==> src/rtl/fetch_pkg.sv <==
// Shared types and constants for the instruction fetch stage.
package fetch_pkg;

    localparam logic [31:0] NOP_INSTR = 32'h0000_0013;
    localparam logic [31:0] PC_STEP   = 32'd4;

    typedef struct packed {
        logic [31:0] pc;
        logic [31:0] instr;
        logic        fault;
    } fetch_entry_t;

endpackage

==> src/rtl/fetch_fifo.sv <==
// Small synchronous FIFO of fetch entries; flush empties it and wins over push.
module fetch_fifo
    import fetch_pkg::*;
#(
    parameter  int BUF_DEPTH = 2,
    localparam int PTR_W     = $clog2(BUF_DEPTH),
    localparam int CNT_W     = PTR_W + 1
) (
    input  logic               clk,
    input  logic               rst_n,
    input  logic               push,
    input  logic               pop,
    input  logic               flush,
    input  fetch_entry_t       din,
    output fetch_entry_t       head,
    output logic [CNT_W-1:0]   count,
    output logic               full,
    output logic               empty
);

    logic [PTR_W-1:0] wr_ptr_q, rd_ptr_q;
    logic [CNT_W-1:0] count_q;
    fetch_entry_t     mem_q [BUF_DEPTH];
    logic             do_push, do_pop;

    assign empty   = (count_q == '0);
    assign full    = (count_q == CNT_W'(BUF_DEPTH));
    assign count   = count_q;
    assign do_pop  = pop & ~empty;
    assign do_push = push & (~full | do_pop);

    // Head reads as zero while empty so the outputs show clean values out of reset.
    assign head = empty ? '0 : mem_q[rd_ptr_q];

    always_ff @(posedge clk or negedge rst_n) begin
        if (!rst_n) begin
            wr_ptr_q <= '0;
            rd_ptr_q <= '0;
            count_q  <= '0;
        end else if (flush) begin
            wr_ptr_q <= '0;
            rd_ptr_q <= '0;
            count_q  <= '0;
        end else begin
            if (do_push) wr_ptr_q <= wr_ptr_q + PTR_W'(1);
            if (do_pop)  rd_ptr_q <= rd_ptr_q + PTR_W'(1);
            case ({do_push, do_pop})
                2'b10:   count_q <= count_q + CNT_W'(1);
                2'b01:   count_q <= count_q - CNT_W'(1);
                default: count_q <= count_q;
            endcase
        end
    end

    always_ff @(posedge clk) begin
        if (do_push && !flush) mem_q[wr_ptr_q] <= din;
    end

endmodule

==> src/rtl/instr_fetch.sv <==
// Fetch stage: owns the PC, reads instruction memory, buffers {pc, instr} for decode.
// Optional fault checking and halting is enabled with `define FETCH_FAULT_EN.
module instr_fetch
    import fetch_pkg::*;
#(
    parameter  int          MEM_ADDR_SIZE = 6,
    parameter  logic [31:0] RESET_PC      = 32'h0000_0000,
    parameter  int          BUF_DEPTH     = 2,
    localparam int          CNT_W         = $clog2(BUF_DEPTH) + 1
) (
    input  logic                     clk,
    input  logic                     rst_n,
    output logic [MEM_ADDR_SIZE-1:0] imem_addr,
    input  logic [31:0]              imem_data,
    input  logic                     redirect_valid,
    input  logic [31:0]              redirect_pc,
    output logic                     out_valid,
    input  logic                     out_ready,
    output logic [31:0]              out_instr,
    output logic [31:0]              out_pc,
    output logic                     out_fault
);

    logic [31:0]      fetch_pc_q, fetch_pc_d;
    logic             pop, push, has_room, advance;
    fetch_entry_t     push_entry, head;
    logic [CNT_W-1:0] count;
    logic             full, empty;

    assign imem_addr = fetch_pc_q[MEM_ADDR_SIZE+1:2];
    assign out_valid = ~empty;
    assign pop       = ~empty & out_ready;
    // A full buffer still accepts a push when the head leaves in the same cycle.
    assign has_room  = (count < CNT_W'(BUF_DEPTH)) | (full & pop);

`ifdef FETCH_FAULT_EN
    logic halted_q, halted_d, fault_now;

    assign fault_now = (fetch_pc_q[1:0] != 2'b00) |
                       (fetch_pc_q[31:MEM_ADDR_SIZE+2] != '0);
    assign push      = ~redirect_valid & ~halted_q & has_room;
    assign advance   = push & ~fault_now;

    always_comb begin
        push_entry = '{pc: fetch_pc_q, instr: imem_data, fault: 1'b0};
        halted_d   = halted_q;
        if (fault_now) push_entry = '{pc: fetch_pc_q, instr: NOP_INSTR, fault: 1'b1};
        if (redirect_valid)       halted_d = 1'b0;
        else if (push && fault_now) halted_d = 1'b1;
    end

    always_ff @(posedge clk or negedge rst_n) begin
        if (!rst_n) halted_q <= 1'b0;
        else        halted_q <= halted_d;
    end
`else
    assign push       = ~redirect_valid & has_room;
    assign advance    = push;
    assign push_entry = '{pc: fetch_pc_q, instr: imem_data, fault: 1'b0};
`endif

    always_comb begin
        fetch_pc_d = fetch_pc_q;
        if (redirect_valid) fetch_pc_d = redirect_pc;
        else if (advance)   fetch_pc_d = fetch_pc_q + PC_STEP;
    end

    always_ff @(posedge clk or negedge rst_n) begin
        if (!rst_n) fetch_pc_q <= RESET_PC;
        else        fetch_pc_q <= fetch_pc_d;
    end

    fetch_fifo #(.BUF_DEPTH(BUF_DEPTH)) u_fifo (
        .clk   (clk),
        .rst_n (rst_n),
        .push  (push),
        .pop   (pop),
        .flush (redirect_valid),
        .din   (push_entry),
        .head  (head),
        .count (count),
        .full  (full),
        .empty (empty)
    );

    assign out_instr = head.instr;
    assign out_pc    = head.pc;
    // Without fault checking every entry is pushed with fault=0, so this is constant 0.
    assign out_fault = head.fault;

endmodule

==> config.mk <==
export PLATFORM = sky130hd
export DESIGN_NAME = instr_fetch
export DESIGN_NICKNAME = d
export VERILOG_FILES = /design/src/rtl/fetch_pkg.sv /design/src/rtl/fetch_fifo.sv /design/src/rtl/instr_fetch.sv
export SDC_FILE = /design/constraint.sdc
export NUM_CORES = 1
export LEC_CHECK = 0
export ABC_AREA = 1
export CAP_MARGIN = 20
export CORE_ASPECT_RATIO = 0.6
export CORE_MARGIN = 5
export CORE_UTILIZATION = 41
export CTS_BUF_LIST = sky130_fd_sc_hd__clkbuf_4
export DETAILED_ROUTE_END_ITERATION = 7
export PLACE_DENSITY = 0.65
export SLEW_MARGIN = 0
export SYNTH_ARGS = -nofsm -noshare
export SYNTH_HDL_FRONTEND = slang
export SYNTH_SLANG_ARGS = --single-unit
export TNS_END_PERCENT = 5
==> constraint.sdc <==
create_clock -name clk -period 4.8 [get_ports clk]
set_input_delay 0.96 -clock clk [delete_from_list [all_inputs] [get_ports clk]]
set_output_delay 0.96 -clock clk [all_outputs]
set_load 0.01 [all_outputs]
==> results_dict.tcl, run 1 <==
set metrics [dict create \
    status "completed" \
    async_flop_share_pct 22.0 \
    die_height_um 113 \
    ys_ff_latch 164 \
    row_count 37 \
    cts_tree "done" \
    finalMaxSlewViolations 0 \
    ios 140 \
    place.gp.congestion 0.891 \
    end_kind "primary output" \
    num_vias 5456 \
    ys_seq_area_share_pct 65.2 \
    fin_crit_sh_pct 79.8 \
    yosys_warnings 0 \
    syn-num-nets 794 \
    portBuffers 138 \
    hold_class "input pin to async pin" \
    clk_latency_ns 0.55 \
    tightest_slew_ns 0.878 \
    htreeDepth 4 \
    grt_max_degree 67 \
    core_area_um2 17300 \
    ys_types 37 \
    fin_nets 923 \
    dr.first_iter.drc_count 463 \
    synth_common_cells "266 x nand2_1, 128 x edfxtp_1, 69 x a21oi_1" \
    post_drt_wl_per_cell_um 16.6 \
    grt_pass1_vias 5046 \
    netlist_area_um2 7280 \
    powerDensity_nw_per_um2 341 \
    hpwl_um 12400 \
    worstPathCellList "nor2_4 -> buf_4 -> a21oi_1 -> clkdlybuf4s50_1" \
    path_clk_slew_ns 0.16 \
    cts_resized 0 \
    dieArea_um2 20600 \
    critical_path.startpoint "u_fifo.count[0]" \
    route.detailed.drc 0 \
    initial_core_util_pct 42.2 \
    grt_util_all_layers_pct 17.8 \
    slowest_delay_ns 0.67 \
    finalSetupViolCount 0 \
    area_growth_syn_to_layout_pct 26.0 \
    routed_wl_um 18300 \
    combPwrFrac_pct 18.3 \
    clock_path_buffers 2 \
    period_needed_ns 3.83 \
    arrival_ns 2.87 \
    vias_per_cell 4.96 \
    r2r_cells 5 \
    overflow 0 \
    yosysTopAreaCell "edfxtp_1" \
    fin_skew_ns 0.0251 \
    hold_viol 0 \
    cp_slowest_cell "nor2_4" \
    startpoint_type "flop" \
    synth.top_cells.by_area "edfxtp_1 53%, nand2_1 14%, dfrtp_1 12%" \
    synth.most_common_cell "nand2_1" \
    setup_tns_ns 0 \
    grt_pass1_wl_um 28700 \
    drtAntennaViolNets 0 \
    total_power_mw 3.13 \
    relSlewSlack_pct 41.5 \
    netlist.area_leader.share_pct 52.8 \
    max_freq_mhz 261 \
    p_sw_mw 0.966 \
    holdBufCountCts 0 \
    p_sw_share_pct 30.8 \
    synth_edf_count 128 \
    share_seq_of_total_power_pct 55.9 \
    antenna_cells 0 \
    cap_violations 0 \
    crit_fanout 37 \
    rsz0062_at_grt "false" \
    power_frac_clock_pct 25.8 \
    cts_sinks 164 \
    cts.root.buffer_cell "clkbuf_4" \
    ys.flop_type "edfxtp_1" \
    p_int_mw 2.17 \
    rr_startpoint "u_fifo.count[0]" \
    postCtsSetupRepairBufs 0 \
    antenna_found_initial 0 \
    postSynthCellCount 725 \
    syn_avg_cell_area_um2 10.0 \
    cts_buffers 17 \
    p_leak_nw 3.46 \
    path_class "flop to primary output" \
    die_w_um 182 \
    required_ns 3.84 \
    drive_gt1_share_pct 8.54 \
    ir_worst_vdd_mv 0.143 \
    drt_pre_antenna_iters 5 \
]
## worst paths after layout
check,to,slack [ns]
worst max-delay path,out_pc[17],0.97
worst min-delay path,fetch_pc_q[30],0.49
worst max register to register,u_fifo.mem_q[1][49],2.55
worst min register to register,u_fifo.mem_q[0][33],0.49
max in group asynchronous,u_fifo.rd_ptr_q,3.67
min in group clk,u_fifo.mem_q[0][33],0.49
## registers in the layout (all words and copies together) (netlist names)
signal,cells
fetch_pc_q,32
u_fifo.count,2
u_fifo.mem_q,128
u_fifo.rd_ptr_q,1
u_fifo.wr_ptr_q,1
## worst max-delay path: cells and delay by family (launching register included)
kind	cells	cell delay, ns
buffers and inverters	2	1.01
AND/OR/NAND/NOR	1	0.67
flip-flops	1	0.49
AO/OA/AOI/OAI	1	0.15
## through the flow
stage | hold slack (ns) | worst slack (ns) | instance area [µm²] | instances | util, %
2_1_floorplan | 0.442 | 0.0379 | 7280 | 725 | -
3_3_place_gp | 0.456 | 1.53 | 8860 | 1068 | 51.3
3_5_place_dp | 0.460 | 1.49 | 8880 | 1069 | 51.5
4_1_cts | 0.487 | 0.892 | 9180 | 1101 | 53.1
5_1_grt | 0.503 | 0.787 | 9180 | 1101 | 53.1
6_report | 0.487 | 0.972 | 9180 | 1101 | 53.1
## final cells by class
cell class / count / area, µm²
repair buffers: 146 / 1470
clock buffers: 17 / 128
well taps: 234 / 293
multi-input cells: 488 / 2230
inverters: 37 / 141
flip-flops and latches: 164 / 4750
fillers: 1539 / 8090
clock inverters: 15 / 164
## routing by layer
layer  routed length, µm  track usage (%)  vias up
met3                1490             4.40       13
met1                9290             28.7     2515
met2                7380             24.4      230
li1                    -                -     2698
met5                   0                0        -
met4                 142             3.15        0
## cells in the final DEF, fill, tap and decap left out, types with 2 or more instances in the layout
cell             synthesis  routed
clkinv_8                 0       3
o21ai_0                  9       9
inv_8                    0       6
xor2_1                   3       3
inv_2                    6       6
nand2_1                266     266
o22ai_1                  2       2
o211ai_1                 7       7
nor2_4                   4       7
a21oi_1                 69      69
nor2_2                   6       6
o21bai_1                 2       2
inv_1                   30      30
o211ai_2                 2       2
o21ai_1                  5       5
nand3_2                  2       2
edfxtp_1               128     128
clkinv_4                 0       4
nand2_2                  2       2
nand2_4                  2       2
dfrtp_1                 36      35
clkdlybuf4s50_1          0     137
nand3_1                 44      44
nor2_1                  50      47
nand4_1                  3       3
clkbuf_4                 0      17
buf_12                   0       3
buf_4                    7       5
## power by group through the flow
stage	clock, mW	combinational [mW]	sequential, mW
finish	0.808	0.572	1.75
global route	0.884	0.628	1.77
CTS	0.831	0.579	1.75
detailed placement	0	0.577	1.78
global placement	0	0.568	1.78
floorplan	0	0.295	1.76
## cells by family after synthesis
logic type,after synthesis,share of synthesized area [%]
adder cells (fa/ha/maj),1,0.172
XOR/XNOR,3,0.361
AND/OR/NAND/NOR,382,22.0
buffers and inverters,73,4.50
other,1,0.0515
AO/OA/AOI/OAI,101,7.78
flip-flops,164,65.2
No activity file was read; power rests on OpenSTA's default activity.
==> run 2, diff against run 1 <==
PLACE_DENSITY = 0.68   (was 0.65)
clock period = 3.4 ns   (was 4.8 ns; I/O delays follow)
==> results_dict.tcl, run 2 (same netlist as run 1, synthesis figures left out) <==
set metrics [dict create \
    final_common_cell "nand2_1" \
    cts_tree "done" \
    finalSetupViolCount 0 \
    p_leak_nw 3.49 \
    ir_worst_vdd_mv 0.196 \
    largest_reg_flops 128 \
    path_clk_slew_ns 0.15 \
    tightest_slew_ns 0.864 \
    clk_latency_ns 0.54 \
    row_count 37 \
    grt_util_met1_pct 30.1 \
    finalMaxSlewViolations 0 \
    cts_resized 0 \
    powerDensity_nw_per_um2 484 \
    area_growth_syn_to_layout_pct 27.1 \
    die_height_um 113 \
    preCtsSetupSlack_ns 0.738 \
    drive_gt1_share_pct 9.28 \
    core_area_um2 17300 \
    relSlewSlack_pct 42.4 \
    dieArea_um2 20600 \
    clock_path_buffers 2 \
    postCtsSetupRepairBufs 0 \
    cts_buffers 17 \
    end_kind "primary output" \
    fin_cells 1108 \
    fin_crit_sh_pct 94.2 \
    grt_pass1_wl_um 29400 \
    total_power_mw 4.48 \
    grt_util_all_layers_pct 18.2 \
    final_cell_mix "266 x nand2_1, 137 x clkdlybuf4s50_1, 128 x edfxtp_1" \
    hpwl_um 13000 \
    num_vias 5511 \
    cts.root.buffer_cell "clkbuf_4" \
    grt_pass1_vias 5121 \
    power_frac_clock_pct 26.3 \
    met2_usage_pct 23.9 \
    hold_slack_ns 0.225 \
    p_sw_share_pct 28.9 \
    initial_core_util_pct 42.2 \
    portBuffers 138 \
    ios 140 \
    combPwrFrac_pct 18.5 \
    share_seq_of_total_power_pct 55.3 \
    rsz0062_at_grt "false" \
    fin_nets 930 \
    drtAntennaViolNets 0 \
    die_w_um 182 \
    p_sw_mw 1.29 \
    place_inst 1076 \
    cts_sinks 164 \
    startpoint_type "flop" \
    routed_wl_um 18600 \
    busiest_layer "met1" \
    setup_tns_ns 0 \
    fin_skew_ns 0.0308 \
    hold_class "input pin to async pin" \
    path_class "flop to primary output" \
    dr.first_iter.drc_count 587 \
    holdBufCountCts 0 \
    drt_pre_antenna_iters 5 \
    worst_slack_ns 0.198 \
    place.gp.congestion 0.921 \
    required_ns 2.72 \
    top_register "u_fifo.mem_q" \
    max_freq_mhz 312 \
    route.detailed.drc 0 \
    period_needed_ns 3.20 \
    overflow 0 \
    htreeDepth 4 \
    arrival_ns 2.52 \
    status "completed" \
    crit_fanout 66 \
    hold_viol 0 \
    vias_per_cell 4.97 \
    post_drt_wl_per_cell_um 16.8 \
    cap_violations 0 \
    grt_util_met3_pct 4.56 \
    antenna_found_initial 0 \
    p_int_mw 3.19 \
    grt_max_degree 67 \
]
## run 2: cell types whose count changed in the layout (fill, tap and decap cells not counted), sizes merged
cell / previous run / this run
buf: 9 / 16
clkinv: 8 / 5
clkinvlp: 0 / 3
inv: 44 / 41
bufinv: 0 / 2
diode: 0 / 1
## run 2: worst max-delay path: stages, from the launching register on
cell,delay [ns]
dfrtp_2,0.38
buf_4,0.58
nand2_1,0.12
a21oi_1,0.31
clkdlybuf4s50_1,0.60
## run 2: stage by stage
stage	cell area, µm²	util (%)
6_report	9250	53.6
4_1_cts	9250	53.6
5_1_grt	9250	53.6
3_5_place_dp	8950	51.8
2_1_floorplan	7290	-
3_3_place_gp	8950	51.8
## run 2: layout make-up
class / instances / area [µm²]
fill: 1518 / 8020
sequential: 164 / 4750
multi-input combinational: 488 / 2230
timing repair buffer: 153 / 1540
tap: 234 / 293
clock inverter: 14 / 173
inverter: 37 / 141
clock buffer: 17 / 128
antenna: 1 / 2.50
## run 2: worst paths after layout
| check | slack [ns] | depth (start not counted) | startpoint | endpoint |
|---|---|---|---|---|
| setup / recovery | 0.20 | 4 | u_fifo.rd_ptr_q | out_pc[31] |
| hold / removal | 0.23 | 1 | rst_n | fetch_pc_q[24] |
| setup reg to reg | 1.56 | 6 | u_fifo.count[0] | u_fifo.mem_q[0][22] |
| hold reg to reg | 0.50 | 0 | fetch_pc_q[0] | u_fifo.mem_q[1][32] |
| max in group asynchronous | 2.55 | 1 | rst_n | u_fifo.rd_ptr_q |
| min in group clk | 0.50 | 0 | fetch_pc_q[0] | u_fifo.mem_q[1][32] |
## run 2: power groups by stage
stage               registers [mW]  logic, mW  clock network (mW)
finish                        2.48      0.827                1.18
global route                  2.50      0.913                1.30
CTS                           2.48      0.837                1.21
detailed placement            2.52      0.833                   0
global placement              2.52      0.825                   0
floorplan                     2.47      0.418                   0
## run 2: layer usage
metal  up-vias  routed length, µm  part of all wire [%]
li1       2696                  -                     -
met1      2555               9100                    49
met2       248               7420                    40
met3        12               1990                    11
met4         0                121                  0.65
met5         -                  0                     0
